<file path="src/rtl/mem_pkg.sv">
// mem_pkg: shared types and constants for the memory responder.
//   state_t  : responder FSM states
//   WORD_W, ADDR_W, MEM_DEPTH, MAX_WAIT : default geometry and wait-state limit
//   sat_inc  : 16-bit saturating increment used by the optional statistics counters
package mem_pkg;
   localparam int WORD_W    = 12;
   localparam int ADDR_W    = 6;
   localparam int MEM_DEPTH = 64;
   localparam int MAX_WAIT  = 7;
   typedef enum logic [1:0] {IDLE, WAIT, ACCESS, HOLD} state_t;
   function automatic logic [15:0] sat_inc(input logic [15:0] v);
      return (v == 16'hFFFF) ? v : v + 16'd1;
   endfunction
endpackage

</file>
<file path="src/rtl/mem_array.sv">
// mem_array: single-port synchronous word array, no reset (contents preloaded externally).
//   clock : rising-edge clock
//   we    : write enable, writes wdata to mem[addr]
//   addr  : word address
//   wdata : write data
//   rdata : registered read data of mem[addr] (old contents on a write)
module mem_array #(
   parameter int WIDTH = 12,
   parameter int DEPTH = 64,
   parameter int AW    = 6
) (
   input  logic             clock,
   input  logic             we,
   input  logic [AW-1:0]    addr,
   input  logic [WIDTH-1:0] wdata,
   output logic [WIDTH-1:0] rdata
);
   logic [WIDTH-1:0] mem [DEPTH];
   always_ff @(posedge clock) begin
      if (we) mem[addr] <= wdata;
      rdata <= mem[addr];
   end
endmodule

</file>
<file path="src/rtl/mem_responder.sv">
// mem_responder: four-phase req/ack memory slave with wait states and write protection.
//   clock, reset_n : rising-edge clock, asynchronous active-low reset
//   req, we, addr, wdata : initiator command, sampled when req is seen in IDLE
//   ack   : access complete, held until req drops; rdata/err valid while high
//   rdata : read data (unchanged by writes)
//   err   : write to an address below WP_LIMIT was rejected
//   busy  : responder not idle
//   rd_count, wr_count : saturating access counters, present only with MEM_RESPONDER_STATS_EN
module mem_responder import mem_pkg::*; #(
   parameter int WIDTH       = WORD_W,
   parameter int DEPTH       = MEM_DEPTH,
   parameter int WAIT_CYCLES = 2,
   parameter int WP_LIMIT    = 20
) (
   input  logic              clock,
   input  logic              reset_n,
   input  logic              req,
   input  logic              we,
   input  logic [ADDR_W-1:0] addr,
   input  logic [WIDTH-1:0]  wdata,
   output logic              ack,
   output logic [WIDTH-1:0]  rdata,
   output logic              err,
   output logic              busy
`ifdef MEM_RESPONDER_STATS_EN
   ,
   output logic [15:0]       rd_count,
   output logic [15:0]       wr_count
`endif
);
   state_t            state, nxt;
   logic [2:0]        cnt, cnt_nxt;
   logic              cmd_we, prot, done, arr_we;
   logic [ADDR_W-1:0] cmd_addr;
   logic [WIDTH-1:0]  cmd_wdata, arr_rdata;
   // ACCESS takes two cycles: cnt=0 issues the array operation, cnt=1 captures the
   // synchronous read result, giving the WAIT_CYCLES+2 edge ack latency.
   assign prot   = cmd_we && (32'(cmd_addr) < WP_LIMIT);
   assign done   = (state == ACCESS) && (cnt == 3'd1);
   assign arr_we = (state == ACCESS) && (cnt == 3'd0) && cmd_we && !prot;
   assign ack    = (state == HOLD);
   assign busy   = (state != IDLE);
   mem_array #(.WIDTH(WIDTH), .DEPTH(DEPTH), .AW(ADDR_W)) u_array (
      .clock(clock),
      .we(arr_we),
      .addr(cmd_addr),
      .wdata(cmd_wdata),
      .rdata(arr_rdata)
   );
   always_comb begin
      nxt     = state;
      cnt_nxt = cnt;
      case (state)
         IDLE: if (req) begin
            nxt     = (WAIT_CYCLES == 0) ? ACCESS : WAIT;
            cnt_nxt = 3'd0;
         end
         WAIT: begin
            nxt     = (cnt == 3'(WAIT_CYCLES - 1)) ? ACCESS : WAIT;
            cnt_nxt = (cnt == 3'(WAIT_CYCLES - 1)) ? 3'd0 : cnt + 3'd1;
         end
         ACCESS: begin
            nxt     = (cnt == 3'd1) ? HOLD : ACCESS;
            cnt_nxt = (cnt == 3'd1) ? 3'd0 : 3'd1;
         end
         HOLD: nxt = req ? HOLD : IDLE;
         default: nxt = IDLE;
      endcase
   end
   always_ff @(posedge clock or negedge reset_n) begin
      if (!reset_n) begin
         state     <= IDLE;
         cnt       <= 3'd0;
         cmd_we    <= 1'b0;
         cmd_addr  <= '0;
         cmd_wdata <= '0;
         rdata     <= '0;
         err       <= 1'b0;
      end else begin
         state <= nxt;
         cnt   <= cnt_nxt;
         if (state == IDLE && req) begin
            cmd_we    <= we;
            cmd_addr  <= addr;
            cmd_wdata <= wdata;
         end
         if (done) begin
            err <= prot;
            if (!cmd_we) rdata <= arr_rdata;
         end
      end
   end
`ifdef MEM_RESPONDER_STATS_EN
   always_ff @(posedge clock or negedge reset_n) begin
      if (!reset_n) begin
         rd_count <= 16'd0;
         wr_count <= 16'd0;
      end else if (done) begin
         if (!cmd_we) rd_count <= sat_inc(rd_count);
         else if (!prot) wr_count <= sat_inc(wr_count);
      end
   end
`endif
endmodule

</file>
<file path="config.mk">
export PLATFORM = sky130hd
export DESIGN_NAME = mem_responder
export DESIGN_NICKNAME = d
export VERILOG_FILES = /design/src/rtl/mem_pkg.sv /design/src/rtl/mem_array.sv /design/src/rtl/mem_responder.sv
export SDC_FILE = /design/constraint.sdc
export NUM_CORES = 1
export LEC_CHECK = 0
export CORE_MARGIN = 10
export CORE_UTILIZATION = 62
export DETAILED_ROUTE_END_ITERATION = 10
export HOLD_SLACK_MARGIN = 0.08
export PLACE_DENSITY = 0.79
export REMOVE_ABC_BUFFERS = 1
export SYNTH_ARGS = -nofsm -noshare
export SYNTH_HDL_FRONTEND = slang
export SYNTH_HIERARCHICAL = 1
export SYNTH_SLANG_ARGS = --single-unit
</file>
<file path="constraint.sdc">
create_clock -name clock -period 3.35 [get_ports clock]
set_input_delay 0.5025 -clock clock [delete_from_list [all_inputs] [get_ports clock]]
set_output_delay 0.5025 -clock clock [all_outputs]
set_load 0.005 [all_outputs]
</file>
==> flow_summary.json, run 1 <==
{
  "placed_cell_area_mm2": 0.0338,
  "synth-seq-area-share_pct": 76.7,
  "fin_crit_sh_pct": 98.5,
  "syn2layout_area_growth_pct": 15.2,
  "finalWirelength_um": 93300,
  "numCtsBuffers": 79,
  "finalSetupTns_ps": 0,
  "final_common_cell": "edfxtp_1",
  "reg2reg_slack_ps": 50,
  "io_pins": 37,
  "irDropWorstVdd_v": 0.000536,
  "antenna_found_initial": 5,
  "dieArea_mm2": 0.0604,
  "synthAdderAreaFrac_pct": 0.198,
  "via_per_inst": 7.19,
  "most-common-layout-cells": "edfxtp_1, buf_4, a22oi_1",
  "rsz0062_at_grt": "false",
  "rr_endpoint": "u_array/mem[17][2]",
  "synth_area_mm2": 0.0316,
  "clkTransAtPathRegs_ps": 60,
  "row_count": 82,
  "p_per_area_mw_per_mm2": 939,
  "hold-path-endpoint": "cmd_wdata[6]",
  "finalSetupViolCount": 0,
  "crit_path_start": "cmd_addr[1]",
  "cts_hold_buf": 1,
  "ys.warnings.count": 6,
  "coreArea_mm2": 0.0503,
  "avgSynthCellArea_um2": 17.0,
  "antennaDiodeCount": 0,
  "fmax_mhz": 303,
  "clk_latency_ps": 630,
  "ant_nets": 0,
  "clockBufferDepth": 3,
  "synth_seq_cells": 817,
  "reg2regPathDepth": 5,
  "ctsResizeCount": 0,
  "async_reset_ff_share_pct": 4.53,
  "required_ps": 3690,
  "cap_violations": 0,
  "worstPathArrival_ps": 3640,
  "grt_usage_pct": 30.8,
  "vias": 19900,
  "power.static_leakage_nw": 11.9,
  "grt_pass1_wl_um": 135000,
  "final_nets": 2058,
  "synth_top_family_by_area": "compound AO/OA/AOI/OAI gates",
  "fin_skew_ps": 18.3,
  "cts_max_level": 3,
  "drt_iter0_drc": 3356,
  "worstSetupEndpointType": "flop",
  "synthMuxAreaShare_pct": 5.74,
  "drc_errors": 0,
  "synth_cell_type_count": 65,
  "worstMarginPinSlew_ps": 1380,
  "min_path_type": "in2reg",
  "hp-start": "wdata[6]",
  "grt_pass1_vias": 19300,
  "io_buffers": 36,
  "finalInstanceArea_mm2": 0.0364,
  "worstHoldPathCells": 2,
  "initial_core_util_pct": 62.9,
  "syn_inst": 1858,
  "cts_tree": "built",
  "die_h_um": 246,
  "crit_fanout": 32,
  "outcome": "complete, no violations",
  "period_needed_ps": 3300,
  "critPathKind": "reg2reg",
  "grt_max_degree": 66,
  "yosys.area_share.simple_pct": 3.66,
  "root_buffer": "clkbuf_16",
  "rr_startpoint": "cmd_addr[1]",
  "globalplace.congestion": 0.996,
  "post_drt_wl_per_cell_um": 33.7,
  "synth_compound_area_share_pct": 11.4,
  "synthXorXnorAreaFrac_pct": 0,
  "synthFlopType": "edfxtp_1",
  "hpwl_um": 57500,
  "firstDrtPassIters": 5,
  "overflow": 0,
  "hold_viol": 0,
  "slew_headroom_pct": 7.95,
  "post_cts_buffers": 0,
  "finalMaxSlewViolations": 0,
  "drive_above_1_share_pct": 20.3,
  "fp.dieW_um": 246,
  "synth_edf_count": 768,
  "crit_path_start_kind": "flop",
  "cts_sinks": 817
}
==> cell families after synthesis <==
kind of cell               Yosys count
buffers and inverters              143
DFF                                817
and+or+nand+nor                    241
adders and majority gates            5
AOI/OAI and AO/OA                  508
muxes                              144
==> layout make-up <==
class | instances | area, um^2
timing repair buffer | 230 | 2050
clock buffer | 101 | 2170
fill | 2932 | 13900
clock inverter | 43 | 373
inverter | 5 | 18.8
tap | 672 | 841
multi-input combinational | 898 | 6690
sequential | 817 | 24300
==> where the power goes <==
part | leakage, nW | switching [W] | internal [W]
sequential | 7.41 | 0.00130 | 0.0129
combinational | 3.21 | 0.00743 | 0.00369
clock | 1.25 | 0.00375 | 0.00506
==> synthesized netlist by cell type (all sizes together), types with 4 or more instances <==
cell type | number | area share, %
mux2 | 72 | 2.6
nand4 | 7 | 0.14
nand3b | 6 | 0.14
or3 | 4 | 0.079
o21ai | 67 | 1.1
a221oi | 90 | 2.5
nand3 | 17 | 0.27
a22oi | 137 | 3.3
a21oi | 92 | 1.5
o221ai | 14 | 0.39
o2bb2ai | 5 | 0.14
a31oi | 5 | 0.099
o22a | 4 | 0.11
or3b | 5 | 0.14
o211ai | 8 | 0.19
a221o | 10 | 0.32
inv | 5 | 0.059
mux4 | 22 | 1.6
a22o | 27 | 0.75
nand2 | 44 | 0.53
and2 | 4 | 0.079
buf | 95 | 1.7
clkbuf | 43 | 0.51
nor2b | 11 | 0.22
edfxtp | 768 | 73
nor3 | 12 | 0.19
dfxtp | 12 | 0.76
o32ai | 5 | 0.14
mux2i | 50 | 1.6
o22ai | 23 | 0.46
dfrtp | 37 | 2.9
or4 | 4 | 0.095
nor2 | 106 | 1.3
nor3b | 4 | 0.095
ha | 5 | 0.20
==> registers in the layout (all words and copies together) (netlist names) <==
signal / flops
u_array/rdata: 12
cmd_addr: 6
cmd_we: 1
err: 1
state: 2
rdata: 12
u_array/mem: 768
cmd_wdata: 12
cnt: 3
==> worst max-delay path by stage <==
| stage | end | slack [ps] | depth (start not counted) |
|---|---|---|---|
| after global placement | u_array/mem[57][4] | 200 | 5 |
| final | u_array/mem[17][2] | 50 | 5 |
| after floorplan | u_array/rdata[7] | -4640 | 6 |
| after detailed placement | u_array/mem[57][1] | 180 | 5 |
| after CTS | u_array/mem[17][11] | 150 | 5 |
| after global routing | u_array/mem[17][11] | 90 | 5 |
==> critical path: stages, from the launching register on <==
cell and delay, ps:
dfrtp_4 640, nor2b_4 910, buf_4 340, nand2_1 500, nor2_1 410, buf_12 190
==> per-stage QoR <==
stage | utilization, % | hold slack (ps) | std cells | worst slack [ps] | power, W
2_1_floorplan | - | 207 | 1720 | -4640 | 0.0194
3_3_place_gp | 67.3 | 446 | 2620 | 195 | 0.0247
3_5_place_dp | 67.3 | 455 | 2620 | 184 | 0.0249
4_1_cts | 72.4 | 480 | 2765 | 154 | 0.0337
5_1_grt | 72.4 | 501 | 2766 | 87.5 | 0.0350
6_report | 72.4 | 488 | 2766 | 51.8 | 0.0342
==> metal layers <==
metal  global-route usage (%)  part of all wire (%)
met5                        0                 0.074
met4                     15.1                   5.3
met3                     8.79                    14
met2                     46.6                    46
met1                     40.8                    34
Power figures use the tool's default switching activity.
==> run 2, diff against run 1 <==
--- a/config.mk
+++ b/config.mk
@@ -5,12 +5,13 @@
 export SDC_FILE = /design/constraint.sdc
 export NUM_CORES = 1
 export LEC_CHECK = 0
+export ABC_AREA = 1
+export CORE_ASPECT_RATIO = 0.5
 export CORE_MARGIN = 10
-export CORE_UTILIZATION = 62
+export CORE_UTILIZATION = 63
 export DETAILED_ROUTE_END_ITERATION = 10
 export HOLD_SLACK_MARGIN = 0.08
-export PLACE_DENSITY = 0.79
-export REMOVE_ABC_BUFFERS = 1
+export PLACE_DENSITY = 0.8
 export SYNTH_ARGS = -nofsm -noshare
 export SYNTH_HDL_FRONTEND = slang
 export SYNTH_HIERARCHICAL = 1
==> run 2 against run 1 <==
Wire length decreased by 6.7%; utilization decreased by 1.8 points; clock skew increased by 7.6 ps; non-clock buffer count decreased by 72; global-route usage decreased by 4.0 points; clock power decreased by 10%.
==> flow_summary.json, run 2 <==
{
  "outcome": "complete, no violations",
  "setup_ws_ps": 228,
  "io_buffers": 36,
  "synthXorXnorAreaFrac_pct": 0.0255,
  "p_seq_share_pct": 42.8,
  "post_cts_buffers": 0,
  "row_count": 60,
  "finalInstanceArea_mm2": 0.0381,
  "async_reset_ff_share_pct": 4.53,
  "largest-register": "u_array/mem",
  "most-common-layout-cells": "nand2_1, edfxtp_1, buf_4",
  "grt_usage_pct": 26.8,
  "finalWirelength_um": 87000,
  "grt_pass1_vias": 23500,
  "ys.warnings.count": 6,
  "min_path_type": "reg2reg",
  "root_buffer": "clkbuf_16",
  "ant_nets": 0,
  "firstDrtPassIters": 6,
  "irDropWorstVdd_v": 0.000703,
  "power_switching_w": 0.0130,
  "fin_skew_ps": 25.9,
  "yosys.area_share.simple_pct": 25.5,
  "antennaDiodeCount": 0,
  "synth_compound_area_share_pct": 0.284,
  "critPathKind": "reg2reg",
  "cts_sinks": 817,
  "crit_path_start_kind": "flop",
  "period_needed_ps": 3120,
  "synth_area_leader_cell": "edfxtp_1",
  "p_int_w": 0.0202,
  "slew_headroom_pct": 24.5,
  "io_pins": 37,
  "worstSetupEndpointType": "flop",
  "fin_crit_sh_pct": 93.2,
  "clk_latency_ps": 610,
  "required_ps": 3640,
  "post_drt_wl_per_cell_um": 20.7,
  "die_h_um": 185,
  "synth_top_family_by_area": "simple AND/OR/NAND/NOR gates",
  "netlist.area_leader.share_pct": 67.0,
  "rsz0062_at_grt": "false",
  "coreArea_mm2": 0.0539,
  "antenna_found_initial": 0,
  "synthAdderAreaFrac_pct": 0.182,
  "syn_inst": 3377,
  "fmax_mhz": 320,
  "p_per_area_mw_per_mm2": 874,
  "synthMuxAreaShare_pct": 0.589,
  "yosysMostFrequentCell": "nand2_1",
  "drc_errors": 0,
  "cts_hold_buf": 1,
  "drive_above_1_share_pct": 7.40,
  "hpwl_um": 50300,
  "place_worst_setup_slack_ps": 377,
  "fp.dieW_um": 351,
  "finalMaxSlewViolations": 0,
  "grt_max_degree": 166,
  "ctsResizeCount": 0,
  "avgSynthCellArea_um2": 10.2,
  "p_comb_share_pct": 33.5,
  "synth_area_leaders": "edfxtp_1, nand2_1, dfrtp_1",
  "power.static_leakage_nw": 16.1,
  "grt_pass1_wl_um": 133000,
  "initial_core_util_pct": 63.8,
  "vias": 24200,
  "synth-seq-area-share_pct": 70.4,
  "cap_violations": 0,
  "finalSetupViolCount": 0,
  "syn_nets": 3404,
  "globalplace.congestion": 0.978,
  "numCtsBuffers": 70,
  "worstPathArrival_ps": 3410,
  "overflow": 0,
  "clkTransAtPathRegs_ps": 60,
  "hold_viol": 0,
  "fin_util_pct": 70.6,
  "cts_max_level": 3,
  "dieArea_mm2": 0.0649,
  "syn2layout_area_growth_pct": 10.6,
  "largest_reg_flops": 768,
  "via_per_inst": 5.74,
  "synth_area_mm2": 0.0344,
  "clockBufferDepth": 3,
  "drt_iter0_drc": 3219,
  "final_nets": 3473,
  "power_switching_share_pct": 39.1,
  "cts_tree": "built",
  "synth_commonest_cells": "nand2_1, edfxtp_1, nor2_1",
  "final_common_cell": "nand2_1",
  "clkPwrFrac_pct": 23.8,
  "placed_cell_area_mm2": 0.0359,
  "worstMarginPinSlew_ps": 1130,
  "crit_fanout": 12,
  "hold-worst-slack_ps": 442,
  "finalSetupTns_ps": 0,
  "synthFlopType": "edfxtp_1",
  "synth_edf_count": 768,
  "synth_seq_cells": 817,
  "synth_cell_type_count": 30
}
run 2: critical path, cell delays in order (launching register included):
cell and delay [ps]:
dfrtp_1 410, inv_1 140, ha_1 300, nand3_1 190
nor2_1 230, buf_4 220, nand3_1 690, nor2_1 370
buf_4 260
run 2: power by group through the flow:
stage	Sequential (W)	Clock [W]	Combinational, W
CTS	0.0142	0.00795	0.0108
global route	0.0143	0.00838	0.0121
finish	0.0142	0.00790	0.0111
floorplan	0.0140	0	0.00700
global placement	0.0144	0	0.0105
detailed placement	0.0144	0	0.0107
run 2: worst paths after layout:
check                                        from                  end  slack, ps  cells after the start
max in group asynchronous                 reset_n          cmd_addr[0]       2140                      2
worst min register to register  u_array/rdata[11]            rdata[11]        440                      2
worst max register to register           state[0]  u_array/mem[58][10]        230                      8
min in group asynchronous                 reset_n         cmd_wdata[1]        570                      2
worst min-delay path            u_array/rdata[11]            rdata[11]        440                      2
worst max-delay path                     state[0]  u_array/mem[58][10]        230                      8
run 2: area by class of cell:
cell class | count | area, um^2
flip-flops and latches | 817 | 24300
fillers | 3637 | 15800
multi-input cells | 2354 | 9160
clock buffers | 96 | 1920
repair buffers | 158 | 1400
well taps | 713 | 892
clock inverters | 31 | 256
inverters | 45 | 186
run 2: per-layer routing:
metal	vias up	GRT usage, %	part of all wire [%]
met2	1482	42.6	46
met1	11500	35.2	37
met4	0	9.24	2.9
met5	-	0	0
met3	211	7.99	13
li1	11000	-	-
run 2: through the flow:
step	total power, W	std cells
CTS	0.0330	4214
floorplan	0.0210	3377
detailed placement	0.0251	4086
global route	0.0348	4214
global placement	0.0248	4086
finish	0.0333	4214
run 2: kinds of logic (layout without fill, tap and decap cells):
family | after synthesis | count (layout)
adder cells (fa/ha/maj) | 5 | 5
XOR/XNOR | 1 | 1
flip-flops | 817 | 817
buffers and inverters | 206 | 330
multiplexers | 18 | 18
AND/OR/NAND/NOR | 2313 | 2313
AO/OA/AOI/OAI | 17 | 17
